==> src/rtl/sram_arbiter.sv <==
// Single-port SRAM arbiter: data over inst, inst forced through after STARVE_MAX contended data grants.
// Grant is combinational, response one cycle later; the loser simply holds its request (nothing is queued).
module sram_arbiter #(
    parameter int unsigned STARVE_MAX = 4
) (
    input  logic        clk,
    input  logic        resetn,

    input  logic        inst_req,
    input  logic [3:0]  inst_wen,
    input  logic [31:0] inst_addr,
    input  logic [31:0] inst_wdata,
    input  logic        inst_cancel,
    output logic        inst_addr_ok,
    output logic        inst_data_ok,
    output logic [31:0] inst_rdata,

    input  logic        data_req,
    input  logic [3:0]  data_wen,
    input  logic [31:0] data_addr,
    input  logic [31:0] data_wdata,
    output logic        data_addr_ok,
    output logic        data_data_ok,
    output logic [31:0] data_rdata,

    output logic        sram_en,
    output logic [3:0]  sram_wen,
    output logic [31:0] sram_addr,
    output logic [31:0] sram_wdata,
    input  logic [31:0] sram_rdata
);

    typedef enum logic [1:0] {IDLE, RESP_I, RESP_D} state_t;

    localparam logic [3:0] STARVE_LIM = 4'(STARVE_MAX);

    state_t     state;
    logic [3:0] starve_cnt;
    logic       inst_win;
    logic       data_win;

    // Grants are gated by resetn so nothing is granted while reset is held.
    always_comb begin
        inst_win = resetn && inst_req && (!data_req || (starve_cnt == STARVE_LIM));
        data_win = resetn && data_req && !inst_win;
    end

    assign inst_addr_ok = inst_win;
    assign data_addr_ok = data_win;

    always_comb begin
        sram_en    = 1'b0;
        sram_wen   = 4'b0000;
        sram_addr  = 32'h0;
        sram_wdata = 32'h0;
        if (inst_win) begin
            sram_en    = 1'b1;
            sram_wen   = inst_wen;
            sram_addr  = inst_addr;
            sram_wdata = inst_wdata;
        end else if (data_win) begin
            sram_en    = 1'b1;
            sram_wen   = data_wen;
            sram_addr  = data_addr;
            sram_wdata = data_wdata;
        end
    end

    always_comb begin
        inst_data_ok = (state == RESP_I) && !inst_cancel;
        data_data_ok = (state == RESP_D);
        inst_rdata   = (state == RESP_I) ? sram_rdata : 32'h0;
        data_rdata   = (state == RESP_D) ? sram_rdata : 32'h0;
    end

    always_ff @(posedge clk or negedge resetn) begin
        if (!resetn) begin
            state      <= IDLE;
            starve_cnt <= 4'd0;
        end else begin
            if (inst_win)
                state <= RESP_I;
            else if (data_win)
                state <= RESP_D;
            else
                state <= IDLE;

            // Counts only contended data grants; any idle-inst cycle resets the streak.
            if (!inst_req || inst_win)
                starve_cnt <= 4'd0;
            else if (data_win && (starve_cnt < STARVE_LIM))
                starve_cnt <= starve_cnt + 4'd1;
        end
    end

endmodule

==> config.mk <==
export PLATFORM = sky130hd
export DESIGN_NAME = sram_arbiter
export DESIGN_NICKNAME = d
export VERILOG_FILES = /design/src/rtl/sram_arbiter.sv
export SDC_FILE = /design/constraint.sdc
export NUM_CORES = 1
export LEC_CHECK = 0
export BUFFER_PORTS_ARGS = -buffer_cell sky130_fd_sc_hd__buf_2
export CAP_MARGIN = 0
export CELL_PAD_IN_SITES_DETAIL_PLACEMENT = 1
export CELL_PAD_IN_SITES_GLOBAL_PLACEMENT = 1
export CORE_AREA = 2 2 121 123
export CTS_CLUSTER_DIAMETER = 200
export DETAILED_ROUTE_END_ITERATION = 16
export DIE_AREA = 0 0 123 125
export MAX_ROUTING_LAYER = met4
export PLACE_DENSITY_LB_ADDON = 0.25
export REMOVE_ABC_BUFFERS = 1
export SETUP_SLACK_MARGIN = 0.3
export SYNTH_ARGS = -nofsm -noshare
export SYNTH_HDL_FRONTEND = slang
export SYNTH_SLANG_ARGS = --single-unit
==> constraint.sdc <==
create_clock -name clk -period 2.9 [get_ports clk]
set_input_delay 0.29 -clock clk [delete_from_list [all_inputs] [get_ports clk]]
set_output_delay 0.29 -clock clk [all_outputs]
set_load 0.02 [all_outputs]
==> metrics.cfg, run 1 <==
[floorplan]
ios = 310
core_sq_um = 14200
die_w_microns = 123
die_area_sq_um = 15380
start_util = 0.1011
dieHeight_microns = 125
core.rowCount = 44

[layout]
finish.utilization = 0.2332
final_layout_size_suffix_gt1_frac = 0.6729
syn2layout_area_growth_pct = 130.6
nets = 660

[pwr]
p_clk_frac = 0.281
switching_share = 0.3954
cellLeakagePower_nw = 2.085
finalPower_uw = 782.7
power_density_nw_per_um2 = 236.3
p_int_uw = 473.2
vdd_ir_drop_max_mv = 0.1374
p_seq_frac = 0.113
power_switching_uw = 309.5
combPwrFrac = 0.606

[route]
drt_pre_antenna_iters = 4
routed_wl_mm = 11.26
post_drt_wl_per_cell_microns = 16.72
viasPerCell = 4.040
num_vias = 2719
antenna_left = 0
drc = 0
drt_iter0_markers = 32

[yosys]
yosys_warnings = 0
synthCells = 183
synthDistinctLibCells = 20
synth_seq_area_share = 0.1045
ys_seq_elements = 6
synthArstFlopShare = 1.000
synth-edff-count = 0
synth.avg_cell_area_sq_um = 7.849
yosys_most_used_dff = dfrtp_1
syn_area_sq_um = 1436

[grt]
grt_antenna_before_repair = 7
grt_pass1_wl_mm = 14.84
use_met2 = 0.2558
gr-total-overflow = 0
grtUsageMet3 = 0.04471
grt_usage = 0.1290
grt_max_degree = 70
busiest_layer = met2
grt_pass1_vias = 2730
grt_util_met1 = 0.1142

[timing]
min_period_ps = 2479
hold_viol_final = 0
rsz0062_at_grt = no
finClkSkew_ps = 0.5460
maxSlewViolCount = 0
final-setup-viol-count = 0
tns_ps = 0
clock.fmax_ghz = 0.4034
worst_slew_pin_slew_ps = 357.0
period_share = 0.8548
slew-limit-headroom = 0.7620

[cts]
cts_buffers = 3
cts_num_sinks = 6
htreeDepth = 1
cts_tree = done
cts_root_buffer = clkbuf_16
cts.path.max_buffers = 2
clkSlewWorstSetupHoldPaths_ps = 30
worstSkewPairLatency_ps = 220

[critical_path]
cp.arrival_ps = 2190
start_kind = input pin
crit_type = in -> out
worst_ep_required_time_ps = 2610
end_kind = primary output
path_max_fanout = 31

[placement]
dp_hpwl_mm = 9.552
port_buffers = 309
gp_congestion = 0.8466

[flow_run]
drv_cap = 0

[hold_path]
hp-class = in -> reg

[run_status]
status = finished clean

flip-flops by register name (all words and copies together), names as in the netlist:
name        count
starve_cnt      4
state           2
synthesized netlist by cell type, types with 2 or more instances:
library cell	number	share of area
ha_1	2	0.017
clkbuf_1	11	0.029
nor3_1	3	0.010
nor2b_1	3	0.013
dfrtp_1	6	0.10
a21oi_1	3	0.010
and2_1	64	0.28
o211a_1	2	0.014
buf_6	2	0.016
inv_1	4	0.010
buf_2	7	0.024
a22o_1	68	0.41
metrics by stage:
stage | cells | hold WS (ps) | setup WS, ps | cell area (sq um)
3_3_place_gp | 660 | 145.5 | 763.2 | 3177
2_1_floorplan | 162 | -5.591 | -1012 | 1330
3_5_place_dp | 660 | 148.0 | 741.1 | 3177
5_1_grt | 673 | 406.6 | 309.5 | 3312
6_report | 673 | 389.1 | 421.1 | 3312
4_1_cts | 664 | 386.6 | 339.1 | 3262
metal layers:
| metal | share of wire | up-vias |
|---|---|---|
| met3 | 0.13 | 12 |
| met1 | 0.32 | 1217 |
| met2 | 0.54 | 202 |
| met4 | 0.017 | 0 |
| li1 | - | 1288 |
| met5 | 0 | - |
placed cells by master (no fill, tap or decap), drive strengths merged, types with 2 or more instances in the layout:
cell type / count
inv: 5
clkbuf: 4
nor3: 3
ha: 2
o211a: 2
buf: 316
a22o: 68
a21oi: 3
nor2b: 3
diode: 6
dfrtp: 6
and2: 64
power groups by stage:
stage / combinational (mW) / clock (mW) / sequential (mW)
final: 0.475 / 0.220 / 0.0882
after global routing: 0.513 / 0.230 / 0.0885
after CTS: 0.477 / 0.223 / 0.0883
after detailed placement: 0.475 / 0 / 0.0893
after global placement: 0.470 / 0 / 0.0891
after floorplan: 0.227 / 0 / 0.0889
cell families after synthesis:
kind of cell,share of synthesized area
xor gates and xnor gates,0.006099
AOI/OAI and AO/OA,0.4477
and+or+nand+nor,0.3301
DFF,0.1045
muxes,0.006969
adders and majority gates,0.01742
buffers and inverters,0.08710
final cells by class:
class	instances	area, sq um
Clock buffer	3	75.07
Inverter	5	18.77
Sequential cell	6	150.1
Tap cell	184	230.2
Fill cell	1804	10890
Timing Repair Buffer	318	1654
Multi-Input combinational cell	151	1169
Antenna cell	6	15.01
critical path: stages:
cell	delay, ps
dlygate4sd3_1	520
buf_2	230
inv_1	130
a211oi_4	180
buf_4	190
buf_6	270
a22o_1	190
buf_2	170
worst paths after layout:
| path | startpoint | endpoint | slack (ps) | cells after the start |
|---|---|---|---|---|
| worst max-delay path | resetn | sram_addr[30] | 420 | 8 |
| worst min-delay path | data_req | state[1] | 390 | 2 |
| worst max register to register | starve_cnt[0] | starve_cnt[3] | 1550 | 5 |
| worst min register to register | starve_cnt[3] | starve_cnt[3] | 580 | 1 |
| max in group asynchronous | resetn | state[0] | 2260 | 2 |
| min in group asynchronous | resetn | starve_cnt[0] | 450 | 2 |
repair_timing:
action                                 CTS  global route
setup buffers                            0             1
setup endpoints to repair                0             4
resized for setup                        0             1
hold buffers                             1             0
endpoints found under the hold margin    6             0
Power figures use the tool's default switching activity.
==> run 2, diff against run 1 <==
Settings changed: CORE_AREA 2 2 121 123 to 2 2 122 124, DIE_AREA 0 0 123 125 to 0 0 124 126.
Clock period 2.9 ns to 2.8 ns, I/O delays scaled along.
==> run 2 against run 1 <==
  * Non-clock buffer count fell by 3
  * Die area up 1.6%
  * Global-route usage is 1.6 points higher
  * Largest cell class unchanged
  * Clock power rose by 7%
  * Design area fell by 1.1%
  * Combinational power increased by 4%
  * Cell count is 0.30% lower
  * First-iteration DRC count increased to 2.6 times the previous value
  * Sequential power is 3.7% higher
==> metrics.cfg, run 2 (synthesis gave the netlist of run 1 again) <==
[timing]
finClkSkew_ps = 1.749  ; was 0.5460 ps
clock.fmax_ghz = 0.4184
worst_slack_ps = 409.7  ; was 421.1 ps
slew-limit-headroom = 0.7749  ; was 0.7620
holdWs_ps = 337.5  ; was 389.1 ps
period_share = 0.8537
hold_viol_final = 0  ; unchanged
maxSlewViolCount = 0  ; unchanged
final-setup-viol-count = 0  ; unchanged
rsz0062_at_grt = no  ; unchanged
tns_ps = 0  ; unchanged
worst_slew_pin_slew_ps = 337.7  ; was 357.0 ps
min_period_ps = 2390

[placement]
placedCellCount = 660  ; unchanged
dp_hpwl_mm = 10.61  ; was 9.552 mm
pre_cts_slack_ps = 485.5  ; was 741.1 ps
port_buffers = 309  ; unchanged
gp_congestion = 0.8406  ; was 0.8466

[cts]
clkSlewWorstSetupHoldPaths_ps = 40  ; was 30 ps
worstSkewPairLatency_ps = 230  ; was 220 ps
cts.path.max_buffers = 2  ; unchanged
cts_setup_buffers = 0  ; unchanged
cts_root_buffer = clkbuf_16  ; unchanged
cts_tree = done  ; unchanged
htreeDepth = 1  ; unchanged
cts_num_sinks = 6  ; unchanged
cts_buffers = 3  ; unchanged

[grt]
grt_usage = 0.1446  ; was 0.1290
grt_pass1_vias = 2814  ; was 2730
grt_pass1_wl_mm = 16.27  ; was 14.84 mm
grt_antenna_before_repair = 8  ; was 7
grt_max_degree = 70  ; unchanged
gr-total-overflow = 0  ; unchanged

[layout]
regMostFlops = starve_cnt  ; unchanged
layout_common_cells = buf_2 (309), a22o_1 (68), and2_1 (64)  ; unchanged
largest_reg_flops = 4  ; unchanged
nets = 657  ; was 660
final_cells = 671  ; was 673
final_common_cell = buf_2  ; unchanged
syn2layout_area_growth_pct = 128.0  ; was 130.6%
final_layout_size_suffix_gt1_frac = 0.6708  ; was 0.6729
reg.largest.list = starve_cnt x4, state x2  ; unchanged

[route]
routed_wl_mm = 12.05  ; was 11.26 mm
post_drt_wl_per_cell_microns = 17.96  ; was 16.72 microns
drt_iter0_markers = 83  ; was 32
antenna_left = 0  ; unchanged
viasPerCell = 4.034  ; was 4.040
num_vias = 2707  ; was 2719
drt_pre_antenna_iters = 4  ; unchanged
drc = 0  ; unchanged

[hold_path]
hp-class = in -> reg  ; unchanged

[floorplan]
core.rowCount = 44  ; unchanged
start_util = 0.1003  ; was 0.1011
die_w_microns = 124  ; was 123 microns
dieHeight_microns = 126  ; was 125 microns
core_sq_um = 14310  ; was 14200 sq um
ios = 310  ; unchanged
die_area_sq_um = 15620  ; was 15380 sq um

[critical_path]
cp.arrival_ps = 2110  ; was 2190 ps
path_max_fanout = 45  ; was 31
start_kind = flop  ; was input pin
worst_ep_required_time_ps = 2520  ; was 2610 ps
end_kind = primary output  ; unchanged
crit_type = reg -> out  ; was in -> out

[pwr]
power_density_nw_per_um2 = 250.7  ; was 236.3 nW/um^2
power_switching_uw = 333.7  ; was 309.5 uW
p_seq_frac = 0.111  ; was 0.113
combPwrFrac = 0.601  ; was 0.606
p_clk_frac = 0.288  ; was 0.281
p_int_uw = 487.2  ; was 473.2 uW
vdd_ir_drop_max_mv = 0.1373  ; was 0.1374 mV
cellLeakagePower_nw = 2.064  ; was 2.085 nW
switching_share = 0.4065  ; was 0.3954

[flow_run]
drv_cap = 0  ; unchanged

[run_status]
status = finished clean  ; unchanged

run 2: cell types whose count changed in the layout (fill, tap and decap cells not counted), sizes merged:
cell / change
buf: -2
clkbuf: -1
diode: +1
run 2: area by class of cell:
class	count	area (sq um)
repair buffers	315	1614
multi-input cells	151	1169
diodes	7	17.52
clock buffers	3	75.07
well taps	184	230.2
flip-flops and latches	6	150.1
fillers	1831	11040
inverters	5	18.77
run 2: through the flow:
stage / cell area, sq um / utilization / power, mW
floorplan: 1330 / - / 0.3272
global placement: 3164 / 0.2211 / 0.5880
detailed placement: 3164 / 0.2211 / 0.5920
CTS: 3253 / 0.2273 / 0.8340
global route: 3274 / 0.2288 / 0.8684
finish: 3274 / 0.2288 / 0.8209
run 2: worst paths after layout:
path / to / slack (ps) / depth (start not counted) / from
max in group asynchronous: state[0] / 2050 / 2 / resetn
max reg2reg: state[0] / 1280 / 5 / starve_cnt[0]
max: sram_addr[8] / 410 / 7 / starve_cnt[0]
min in group asynchronous: state[1] / 520 / 2 / resetn
min: state[1] / 340 / 2 / resetn
min reg2reg: starve_cnt[3] / 560 / 1 / starve_cnt[3]
run 2: worst max-delay path: stages (launching register included):
cell	delay, ps
dfrtp_1	400
inv_1	80
ha_1	190
nand3b_4	110
a211oi_4	310
buf_8	310
a22o_1	250
buf_2	210
run 2: routing by layer:
metal | vias up | share of wire | GRT usage
li1 | 1287 | - | -
met1 | 1214 | 0.31 | 0.1254
met2 | 196 | 0.54 | 0.2857
met3 | 10 | 0.14 | 0.05888
met4 | 0 | 0.013 | 0.02710
met5 | - | 0 | -
run 2: what timing repair did:
item,in CTS,in global routing
endpoints found under the hold margin,6,0
hold buffers,1,0
endpoints found under the setup margin,5,1
resized for setup,1,2
run 2: power groups by stage:
stage	combinational [mW]	sequential [mW]	clock, mW
finish	0.493	0.0915	0.236
CTS	0.502	0.0915	0.240
detailed placement	0.499	0.0925	0
global route	0.533	0.0918	0.244
global placement	0.496	0.0922	0
floorplan	0.235	0.0921	0
==> run 3, diff against run 2 <==
Settings changed: GPL_TIMING_DRIVEN set to 0.
==> run 3 against run 2 <==
  * Critical path depth up 1
  * Sequential share of layout area about the same
  * Clock power is 3% lower
  * Via count fell by 1.6%
  * Wire length is 5.0% lower
  * Die area is the same
  * Design area grew 0.92%
  * Worst setup slack gained 6.6 ps
  * Total power decreased by 0.56%
  * Combinational power is essentially flat
  * Largest cell class unchanged
==> metrics.cfg, run 3 (synthesis gave the netlist of run 1 again) <==
[floorplan]
ios = 310  ; unchanged
die_w_microns = 124  ; unchanged
core_sq_um = 14310  ; unchanged
dieHeight_microns = 126  ; unchanged
core.rowCount = 44  ; unchanged
die_area_sq_um = 15620  ; unchanged
start_util = 0.1003  ; unchanged

[grt]
grt_pass1_vias = 2612  ; was 2814
gr-total-overflow = 0  ; unchanged
grt_pass1_wl_mm = 15.16  ; was 16.27 mm
grt_antenna_before_repair = 5  ; was 8
grt_usage = 0.1351  ; was 0.1446
grt_max_degree = 45  ; was 70

[timing]
min_period_ps = 2384  ; was 2390 ps
tns_ps = 0  ; unchanged
slew-limit-headroom = 0.3396  ; was 0.7749
clock.fmax_ghz = 0.4195  ; was 0.4184 GHz
hold_viol_final = 0  ; unchanged
worst_slew_pin_slew_ps = 986.1  ; was 337.7 ps
holdWs_ps = 334.7  ; was 337.5 ps
final-setup-viol-count = 0  ; unchanged
rsz0062_at_grt = yes  ; was no
finClkSkew_ps = 1.894  ; was 1.749 ps
worst_slack_ps = 416.3  ; was 409.7 ps
period_share = 0.8513  ; was 0.8537
maxSlewViolCount = 0  ; unchanged

[route]
post_drt_wl_per_cell_microns = 17.13  ; was 17.96 microns
drt_pre_antenna_iters = 4  ; unchanged
num_vias = 2663  ; was 2707
routed_wl_mm = 11.44  ; was 12.05 mm
drt_iter0_markers = 43  ; was 83
antenna_left = 0  ; unchanged
viasPerCell = 3.987  ; was 4.034
drc = 0  ; unchanged

[pwr]
cellLeakagePower_nw = 2.071  ; was 2.064 nW
p_seq_frac = 0.112  ; was 0.111
p_clk_frac = 0.282  ; was 0.288
power_density_nw_per_um2 = 247.0  ; was 250.7 nW/um^2
switching_share = 0.3995  ; was 0.4065
combPwrFrac = 0.606  ; was 0.601
power_switching_uw = 326.1  ; was 333.7 uW
finalPower_uw = 816.3  ; was 820.9 uW
vdd_ir_drop_max_mv = 0.1367  ; was 0.1373 mV
p_int_uw = 490.2  ; was 487.2 uW

[cts]
cts_tree = done  ; unchanged
worstSkewPairLatency_ps = 230  ; about the same
cts.path.max_buffers = 2  ; unchanged
cts_num_sinks = 6  ; unchanged
htreeDepth = 1  ; unchanged
cts_root_buffer = clkbuf_16  ; unchanged
clkSlewWorstSetupHoldPaths_ps = 30  ; was 40 ps
cts_buffers = 3  ; unchanged

[critical_path]
worst_path_most_repeated_cell = buf_12
cp_slowest_cell = dfrtp_1  ; unchanged
end_kind = primary output  ; unchanged
path_buf_inv = 4  ; was 3
cp_top_family = buffers and inverters  ; unchanged
worst_ep_required_time_ps = 2520  ; about the same
path_max_fanout = 26  ; was 45
path_cells = inv_1, ha_1, nand3b_4, a211oi_4, buf_12, buf_12, a22o_1, buf_2  ; was inv_1, ha_1, nand3b_4, a211oi_4, buf_8, a22o_1, buf_2
start_kind = flop  ; unchanged
critPathMaxStageDelay_ps = 400  ; about the same
cp.arrival_ps = 2100  ; was 2110 ps
crit_type = reg -> out  ; unchanged

[placement]
port_buffers = 309  ; unchanged
pre_cts_slack_ps = 389.4  ; was 485.5 ps
dp_hpwl_mm = 10.33  ; was 10.61 mm
gp_congestion = 0.8180  ; was 0.8406
placedInstanceArea_sq_um = 3184  ; was 3164 sq um
placedCellCount = 659  ; was 660

[flow_run]
drv_cap = 0  ; unchanged

[layout]
nets = 657  ; unchanged
final_common_cell = buf_2  ; unchanged
regArea_sq_um = 150.1  ; unchanged
reg.largest.list = starve_cnt x4, state x2  ; unchanged
final_cells = 668  ; was 671
regMostFlops = starve_cnt  ; unchanged
layout_common_cells = buf_2 (309), a22o_1 (68), and2_1 (64)  ; unchanged
largest_reg_flops = 4  ; unchanged
finish.utilization = 0.2309  ; was 0.2288
num-fill-cells = 1834  ; was 1831
multi_input_area_sq_um = 1181  ; was 1169 sq um
final_layout_size_suffix_gt1_frac = 0.6750  ; was 0.6708
syn2layout_area_growth_pct = 130.1  ; was 128.0%
design_area_sq_um = 3304  ; was 3274 sq um

[run_status]
status = finished clean  ; unchanged

[hold_path]
hp-class = in -> reg  ; unchanged

## run 3: cell types whose count changed in the layout (fill, tap and decap cells not counted)
cell,change
buf_12,+2
buf_4,-2
diode_2,-3
nor2b_1,-2
nor2b_2,+2
o211a_2,-1
o211a_4,+1
## run 3: worst paths after layout
| check | slack (ps) | cells after the start | end | startpoint |
|---|---|---|---|---|
| max | 420 | 8 | sram_addr[16] | starve_cnt[0] |
| min | 330 | 2 | state[1] | resetn |
| max reg2reg | 1480 | 5 | starve_cnt[0] | starve_cnt[0] |
| min reg2reg | 570 | 1 | starve_cnt[3] | starve_cnt[3] |
| max in group asynchronous | 2050 | 2 | starve_cnt[0] | resetn |
| min in group asynchronous | 530 | 2 | state[0] | resetn |
## run 3: layout make-up
class | count | share of cell area
clock buffers | 3 | 0.02272
diodes | 4 | 0.003029
inverters | 5 | 0.005680
repair buffers | 315 | 0.4960
multi-input cells | 151 | 0.3574
well taps | 184 | 0.06967
flip-flops and latches | 6 | 0.04544
## run 3: worst reg2reg max path: cells and delay by family (launching register included)
family          cells  cell delay [ps]
buf+inv             1               70
flops               1              400
compound gates      1              320
fa+ha+maj           1              190
simple gates        2              220
## run 3: repair_timing
action                                  in CTS  in global routing
setup buffers                                0                  1
pin swaps                                    0                  1
resized for setup                            1                  2
endpoints found under the setup margin      43                 17
hold buffers                                 1                  0
hold endpoints to repair                     6                  0
## run 3: power by group through the flow
stage	logic (mW)	registers, mW	clock network (mW)
CTS	0.503	0.0917	0.234
detailed placement	0.499	0.0927	0
global placement	0.488	0.0924	0
global route	0.534	0.0920	0.238
floorplan	0.235	0.0921	0
finish	0.495	0.0916	0.230
## run 3: routing by layer
| metal | vias up | global-route usage | wire (microns) |
|---|---|---|---|
| li1 | 1275 | - | - |
| met1 | 1190 | 0.1225 | 3815 |
| met2 | 192 | 0.2725 | 6185 |
| met3 | 6 | 0.04303 | 1337 |
| met4 | 0 | 0.01917 | 104 |
| met5 | - | - | 0 |
